<file path="src/rtl/alu_pkg.sv">
// Shared definitions for the pipelined ALU: opcodes, FSM state encoding and flag layout.
// Imported by the ALU top and its flag-generation sub-block.
package alu_pkg;

  localparam logic [2:0] OP_ADD  = 3'b000;
  localparam logic [2:0] OP_SUB  = 3'b001;
  localparam logic [2:0] OP_NEG  = 3'b010;
  localparam logic [2:0] OP_PASS = 3'b011;
  localparam logic [2:0] OP_MUL  = 3'b100;
  localparam logic [2:0] OP_NOP  = 3'b101;
  localparam logic [2:0] OP_RSV  = 3'b110;

  localparam logic [1:0] ST_IDLE = 2'd0;
  localparam logic [1:0] ST_MUL  = 2'd1;
  localparam logic [1:0] ST_DONE = 2'd2;

  // Bit positions match the packed struct below, so a flag bus can be indexed either way.
  localparam int FLAG_ZERO  = 0;
  localparam int FLAG_NEG   = 1;
  localparam int FLAG_CARRY = 2;
  localparam int FLAG_OVF   = 3;
  localparam int FLAG_W     = 4;

  typedef struct packed {
    logic ovf;
    logic carry;
    logic neg;
    logic zero;
  } alu_flags_t;

endpackage

</file>
<file path="src/rtl/alu_flags.sv">
// Carry and signed-overflow generation for every opcode, shared by the
// single-cycle path and the multiplier completion step.
module alu_flags
  import alu_pkg::*;
#(
  parameter int WIDTH = 32
) (
  input  logic [2:0]       op_i,
  input  logic [WIDTH-1:0] a_i,
  input  logic [WIDTH-1:0] b_i,
  input  logic [WIDTH:0]   sum_i,
  input  logic [WIDTH:0]   diff_i,
  input  logic             mulHiNz_i,
  output logic             carry_o,
  output logic             ovf_o
);

  localparam logic [WIDTH-1:0] MOST_NEG = {1'b1, {(WIDTH-1){1'b0}}};

  logic signA;
  logic signB;

  assign signA = a_i[WIDTH-1];
  assign signB = b_i[WIDTH-1];

  // diff_i is B-A computed one bit wider, so its top bit is the borrow.
  always_comb begin
    carry_o = 1'b0;
    ovf_o   = 1'b0;
    case (op_i)
      OP_ADD: begin
        carry_o = sum_i[WIDTH];
        ovf_o   = (signA == signB) && (sum_i[WIDTH-1] != signB);
      end
      OP_SUB: begin
        carry_o = ~diff_i[WIDTH];
        ovf_o   = (signA != signB) && (diff_i[WIDTH-1] != signB);
      end
      OP_NEG: begin
        ovf_o = (b_i == MOST_NEG);
      end
      OP_MUL: begin
        carry_o = mulHiNz_i;
      end
      default: begin
        carry_o = 1'b0;
        ovf_o   = 1'b0;
      end
    endcase
  end

endmodule

</file>
<file path="src/rtl/alu_pipe.sv">
// Registered ALU with valid/ready handshakes on both sides and a bit-serial
// shift-add multiplier; single-cycle ops complete in one cycle, MUL in WIDTH.
module alu_pipe
  import alu_pkg::*;
#(
  parameter int WIDTH  = 32,
  parameter bit MUL_EN = 1'b1
) (
  input  logic             clk,
  input  logic             rst_n,
  input  logic             in_valid,
  output logic             in_ready,
  input  logic [2:0]       op,
  input  logic [WIDTH-1:0] a,
  input  logic [WIDTH-1:0] b,
  output logic             out_valid,
  input  logic             out_ready,
  output logic [WIDTH-1:0] result,
  output logic             zero,
  output logic             neg,
  output logic             carry,
  output logic             ovf,
  output logic             busy
);

  localparam int CNT_W = $clog2(WIDTH + 1);

  logic [1:0]         state_q, state_d;
  logic [WIDTH-1:0]   result_q, result_d;
  alu_flags_t         flags_q, flags_d;
  logic [2*WIDTH-1:0] acc_q, acc_d;
  logic [2*WIDTH-1:0] mcand_q, mcand_d;
  logic [WIDTH-1:0]   mplier_q, mplier_d;
  logic [CNT_W-1:0]   cnt_q, cnt_d;

  logic               accept;
  logic               opIsMul;
  logic [2:0]         opEff;
  logic [2:0]         flagsOp;
  logic [WIDTH:0]     sum;
  logic [WIDTH:0]     diff;
  logic [WIDTH-1:0]   singleResult;
  logic [2*WIDTH-1:0] mulAddend;
  logic [2*WIDTH-1:0] product;
  logic               lastIter;
  logic               flagCarry;
  logic               flagOvf;

  assign in_ready  = (state_q == ST_IDLE) || ((state_q == ST_DONE) && out_ready);
  assign accept    = in_valid && in_ready;
  assign out_valid = (state_q == ST_DONE);
  assign busy      = (state_q == ST_MUL);
  assign result    = result_q;
  assign zero      = flags_q.zero;
  assign neg       = flags_q.neg;
  assign carry     = flags_q.carry;
  assign ovf       = flags_q.ovf;

  // With the multiplier compiled out, MUL is folded onto the reserved encoding.
  assign opIsMul = MUL_EN && (op == OP_MUL);
  assign opEff   = ((op == OP_MUL) && !MUL_EN) ? OP_RSV : op;

  assign sum  = {1'b0, b} + {1'b0, a};
  assign diff = {1'b0, b} - {1'b0, a};

  assign mulAddend = mplier_q[0] ? mcand_q : '0;
  assign product   = acc_q + mulAddend;
  assign lastIter  = (cnt_q == CNT_W'(WIDTH - 1));

  always_comb begin
    singleResult = '0;
    case (opEff)
      OP_ADD:  singleResult = sum[WIDTH-1:0];
      OP_SUB:  singleResult = diff[WIDTH-1:0];
      OP_NEG:  singleResult = '0 - b;
      OP_PASS: singleResult = a;
      default: singleResult = '0;
    endcase
  end

  assign flagsOp = (state_q == ST_MUL) ? OP_MUL : opEff;

  alu_flags #(.WIDTH(WIDTH)) u_flags (
    .op_i      (flagsOp),
    .a_i       (a),
    .b_i       (b),
    .sum_i     (sum),
    .diff_i    (diff),
    .mulHiNz_i (|product[2*WIDTH-1:WIDTH]),
    .carry_o   (flagCarry),
    .ovf_o     (flagOvf)
  );

  // Result and flags only move on an accept or on multiplier completion,
  // which keeps them stable while a DONE result waits for out_ready.
  always_comb begin
    state_d  = state_q;
    result_d = result_q;
    flags_d  = flags_q;
    acc_d    = acc_q;
    mcand_d  = mcand_q;
    mplier_d = mplier_q;
    cnt_d    = cnt_q;
    case (state_q)
      ST_MUL: begin
        acc_d    = product;
        mcand_d  = mcand_q << 1;
        mplier_d = mplier_q >> 1;
        cnt_d    = cnt_q + CNT_W'(1);
        if (lastIter) begin
          state_d       = ST_DONE;
          result_d      = product[WIDTH-1:0];
          flags_d.zero  = (product[WIDTH-1:0] == '0);
          flags_d.neg   = product[WIDTH-1];
          flags_d.carry = flagCarry;
          flags_d.ovf   = flagOvf;
        end
      end
      default: begin
        if (accept) begin
          if (opIsMul) begin
            state_d  = ST_MUL;
            acc_d    = '0;
            mcand_d  = {{WIDTH{1'b0}}, b};
            mplier_d = a;
            cnt_d    = '0;
          end else begin
            state_d       = ST_DONE;
            result_d      = singleResult;
            flags_d.zero  = (singleResult == '0);
            flags_d.neg   = singleResult[WIDTH-1];
            flags_d.carry = flagCarry;
            flags_d.ovf   = flagOvf;
          end
        end else if ((state_q == ST_DONE) && out_ready) begin
          state_d = ST_IDLE;
        end
      end
    endcase
  end

  always_ff @(posedge clk or negedge rst_n) begin
    if (!rst_n) begin
      state_q  <= ST_IDLE;
      result_q <= '0;
      flags_q  <= '{ovf: 1'b0, carry: 1'b0, neg: 1'b0, zero: 1'b1};
      acc_q    <= '0;
      mcand_q  <= '0;
      mplier_q <= '0;
      cnt_q    <= '0;
    end else begin
      state_q  <= state_d;
      result_q <= result_d;
      flags_q  <= flags_d;
      acc_q    <= acc_d;
      mcand_q  <= mcand_d;
      mplier_q <= mplier_d;
      cnt_q    <= cnt_d;
    end
  end

endmodule

</file>
<file path="config.mk">
export PLATFORM = sky130hd
export DESIGN_NAME = alu_pipe
export DESIGN_NICKNAME = d
export VERILOG_FILES = /design/src/rtl/alu_pkg.sv /design/src/rtl/alu_flags.sv /design/src/rtl/alu_pipe.sv
export SDC_FILE = /design/constraint.sdc
export NUM_CORES = 1
export LEC_CHECK = 0
export ABC_CLOCK_PERIOD_IN_PS = 9000
export CAP_MARGIN = 20
export CORE_MARGIN = 1
export CORE_UTILIZATION = 38
export DETAILED_ROUTE_END_ITERATION = 6
export SLEW_MARGIN = 0
export SYNTH_ARGS = -nofsm -noshare
export SYNTH_HDL_FRONTEND = slang
export SYNTH_SLANG_ARGS = --single-unit
</file>
<file path="constraint.sdc">
create_clock -name clk -period 9 [get_ports clk]
set_clock_uncertainty 0.1 [all_clocks]
set_input_delay 2.25 -clock clk [delete_from_list [all_inputs] [get_ports clk]]
set_output_delay 2.25 -clock clk [all_outputs]
set_load 0.02 [all_outputs]
</file>
==> results.sh <==
export IMPL_hpwl_um=52700
export IMPL_clk_latency_ns=0.60
export IMPL_antenna_found_initial=0
export IMPL_max_cap_viol_count=0
export IMPL_crit_end="carry$_DFFE_PN0P_"
export IMPL_synthFlopType="dfrtp_1"
export IMPL_drt_total_wl_um=69900
export IMPL_post_cts_buffers=0
export IMPL_fin_crit_ns=6.60
export IMPL_wl_per_cell_um=22.7
export IMPL_cts_tree="built"
export IMPL_grt_max_degree=89
export IMPL_vias=18759
export IMPL_coreArea_um2=47800
export IMPL_worst_slew_pin_slew_ns=1.06
export IMPL_whs_ns=0.377
export IMPL_startpoint_type="primary input"
export IMPL_utilization_pct=43.6
export IMPL_clk_pin_slew_ns=0.06
export IMPL_powerDensity_nw_per_um2=237
export IMPL_reg2reg_to="carry$_DFFE_PN0P_"
export IMPL_ys_seq_area_share_pct=27.6
export IMPL_rr_startpoint="mplier_q[0]$_DFFE_PN0P_"
export IMPL_post_route_period_util_pct=73.3
export IMPL_synth_warning_count=0
export IMPL_cts_root_buf="clkbuf_16"
export IMPL_clockBufferDepth=3
export IMPL_first_iter_violations=1585
export IMPL_grt_use_total_pct=27.9
export IMPL_insertedDiodeCount=0
export IMPL_dieArea_um2=49400
export IMPL_ys_ff_latch=203
export IMPL_critPathRequiredTime_ns=9.37
export IMPL_startpoint="b[4]"
export IMPL_syn_area_per_cell_um2=7.60
export IMPL_fin_nets=2639
export IMPL_synth_distinct_cells=92
export IMPL_fillers=4947
export IMPL_cp_end_kind="register"
export IMPL_slew_viol_final=0
export IMPL_worstPathArrival_ns=6.97
export IMPL_rrSetupSlack_ns=2.66
export IMPL_holdBufCountCts=0
export IMPL_synth_net_count=2628
export IMPL_grt_pass1_vias=18765
export IMPL_cts_resized=0
export IMPL_crit_type="primary input to register"
export IMPL_leakage_nw=9.10
export IMPL_cpMostUsedCell="nor2_1"
export IMPL_die_h_um=222
export IMPL_hold_depth=2
export IMPL_synth_async_sr_flop_share_pct=100
export IMPL_cts_sinks=203
export IMPL_ant_nets=0
export IMPL_fin_setup_tns_ns=0
export IMPL_syn2layout_area_growth_pct=13.2
export IMPL_syn_area_um2=18400
export IMPL_pin_count=110
export IMPL_worst_slew_margin_rel_pct=29.1
export IMPL_io_buffers=109
export IMPL_hp_class="register to register"
export IMPL_slowest_stage="a2111oi_0"
export IMPL_critPathMaxStageDelay_ns=0.76
export IMPL_path_max_fanout=10
export IMPL_via_per_inst=6.10
export IMPL_grt_pass1_wl_um=109000
export IMPL_path_cells="clkdlybuf4s50_1 -> ha_1 -> nor2_1 -> a2111o_1 -> a21oi_1 -> nor3_1 -> or3b_4 -> a2111oi_2 -> o21bai_1 -> a2111oi_0 -> o31ai_1 -> o211ai_1 -> nor2_1"
export IMPL_cts_buffers=28
export IMPL_fmax_ghz=0.152
export IMPL_irDropWorstVdd_mv=0.145
export IMPL_drc=0
export IMPL_drive_gt1_share_pct=4.80
export IMPL_syn_inst=2425
export IMPL_drt_first_pass_iters=6
export IMPL_rr_worst_depth=17
export IMPL_grt_overflow=0
export IMPL_finalHoldViolations=0
export IMPL_outcome="completed"
export IMPL_htreeDepth=1
export IMPL_rsz0062_at_grt="false"
export IMPL_start_util_pct=38.5
export IMPL_rows=80
export IMPL_die_w_um=222
export IMPL_gp_congestion=0.945
export IMPL_synth_edff_count=0
export IMPL_finalSetupViolCount=0
-- flip-flops by register name, summed over array words and instances, names as in the netlist --
| signal | count |
|---|---|
| acc_q | 64 |
| carry | 1 |
| cnt_q | 6 |
| mcand_q | 64 |
| mplier_q | 32 |
| ovf | 1 |
| result | 32 |
| state_q | 2 |
| zero | 1 |
-- worst max-delay path: cells and delay by family --
kind | cells | cell delay, ns
buffers and inverters | 1 | 0.59
AND/OR/NAND/NOR | 4 | 0.85
AO/OA/AOI/OAI | 7 | 2.70
adder cells (fa/ha/maj) | 1 | 0.57
-- logic make-up after synthesis --
| kind of cell | after synthesis | synth area share, % |
|---|---|---|
| AND/OR/NAND/NOR | 982 | 25.2 |
| buffers and inverters | 237 | 4.98 |
| AO/OA/AOI/OAI | 759 | 27.6 |
| flip-flops | 203 | 27.6 |
| multiplexers | 12 | 0.808 |
| XOR/XNOR | 100 | 4.75 |
| adder cells (fa/ha/maj) | 132 | 9.08 |
-- through the flow --
| step | area, µm² | std cells | total power, mW | setup slack [ns] |
|---|---|---|---|---|
| after CTS | 20900 | 3073 | 4.95 | 2.42 |
| after detailed placement | 19900 | 3021 | 3.77 | 1.82 |
| after global placement | 19900 | 3021 | 3.74 | 1.81 |
| after floorplan | 18400 | 2425 | 3.01 | 3.74 |
| after global routing | 20900 | 3073 | 5.27 | 2.25 |
| final | 20900 | 3073 | 4.95 | 2.40 |
-- per-layer routing --
layer	wire, µm	vias to the layer above	share of wire [%]	GRT usage (%)
met5	0	-	0	0
met4	2620	0	3.8	9.99
met3	3810	138	5.4	2.68
met2	32000	661	46	45.7
met1	31500	9101	45	38.1
li1	-	8859	-	-
-- worst min-delay path by stage --
| stage | end | startpoint |
|---|---|---|
| global placement | mplier_q[28]$_DFFE_PN0P_ | mplier_q[28]$_DFFE_PN0P_ |
| finish | mplier_q[19]$_DFFE_PN0P_ | mplier_q[19]$_DFFE_PN0P_ |
| CTS | mplier_q[15]$_DFFE_PN0P_ | mplier_q[15]$_DFFE_PN0P_ |
| floorplan | mplier_q[10]$_DFFE_PN0P_ | mplier_q[10]$_DFFE_PN0P_ |
| global route | mplier_q[23]$_DFFE_PN0P_ | mplier_q[23]$_DFFE_PN0P_ |
| detailed placement | mplier_q[19]$_DFFE_PN0P_ | mplier_q[19]$_DFFE_PN0P_ |
-- where the power goes --
| group | internal [mW] | switching (mW) |
|---|---|---|
| Clock | 0.667 | 0.489 |
| Combinational | 0.834 | 1.37 |
| Sequential | 1.29 | 0.299 |
| Total | 2.79 | 2.16 |
-- layout make-up --
| class | instances | area, µm² | share of cell area (%) |
|---|---|---|---|
| clock inverters | 18 | 175 | 0.840 |
| multi-input cells | 1985 | 12500 | 59.8 |
| well taps | 615 | 769 | 3.69 |
| inverters | 86 | 325 | 1.56 |
| clock buffers | 34 | 764 | 3.66 |
| flip-flops and latches | 203 | 5080 | 24.4 |
| repair buffers | 132 | 1270 | 6.08 |
-- synthesized netlist by cell type, types with 8 or more instances --
library cell	n	area [µm²]
a2111oi_0	8	70.1
a211oi_1	13	97.6
a21o_1	43	323
a21oi_1	160	801
a221o_1	11	110
a221oi_1	19	166
a22o_1	16	140
a22oi_1	76	571
a31oi_1	16	100
and2_1	78	488
and3_1	16	100
and4_1	9	78.8
buf_1	9	33.8
buf_2	11	55.1
clkbuf_1	128	480
dfrtp_1	202	5050
ha_1	129	1610
inv_1	85	319
nand2_1	424	1590
nand2b_1	13	81.3
nand3_1	64	320
nand4_1	45	282
nor2_1	155	582
nor2b_1	22	138
nor3_1	64	320
nor4_1	30	188
o211ai_1	23	173
o21a_1	28	210
o21ai_0	192	961
o21bai_1	16	120
o221ai_1	10	87.6
o31ai_1	23	173
or2_2	8	50.1
or3_1	16	100
or4_1	10	75.1
xnor2_1	55	482
xor2_1	45	394
-- layout by cell type, fill, tap and decap left out, types with 19 or more instances in the layout --
| master | netlist | layout |
|---|---|---|
| xor2_1 | 45 | 45 |
| and2_1 | 78 | 78 |
| buf_4 | 2 | 23 |
| nand2_1 | 424 | 424 |
| clkdlybuf4s50_1 | 0 | 108 |
| dfrtp_1 | 202 | 202 |
| nand3_1 | 64 | 64 |
| ha_1 | 129 | 129 |
| nor4_1 | 30 | 30 |
| clkbuf_16 | 0 | 29 |
| xnor2_1 | 55 | 55 |
| nand4_1 | 45 | 45 |
| a22oi_1 | 76 | 76 |
| o21a_1 | 28 | 28 |
| o211ai_1 | 23 | 23 |
| nor3_1 | 64 | 63 |
| nor2b_1 | 22 | 22 |
| a21o_1 | 43 | 43 |
| nor2_1 | 155 | 153 |
| a21oi_1 | 160 | 159 |
| a221oi_1 | 19 | 19 |
| o21ai_0 | 192 | 192 |
| o31ai_1 | 23 | 23 |
| inv_1 | 85 | 84 |
(Power assumes the default switching activity.)
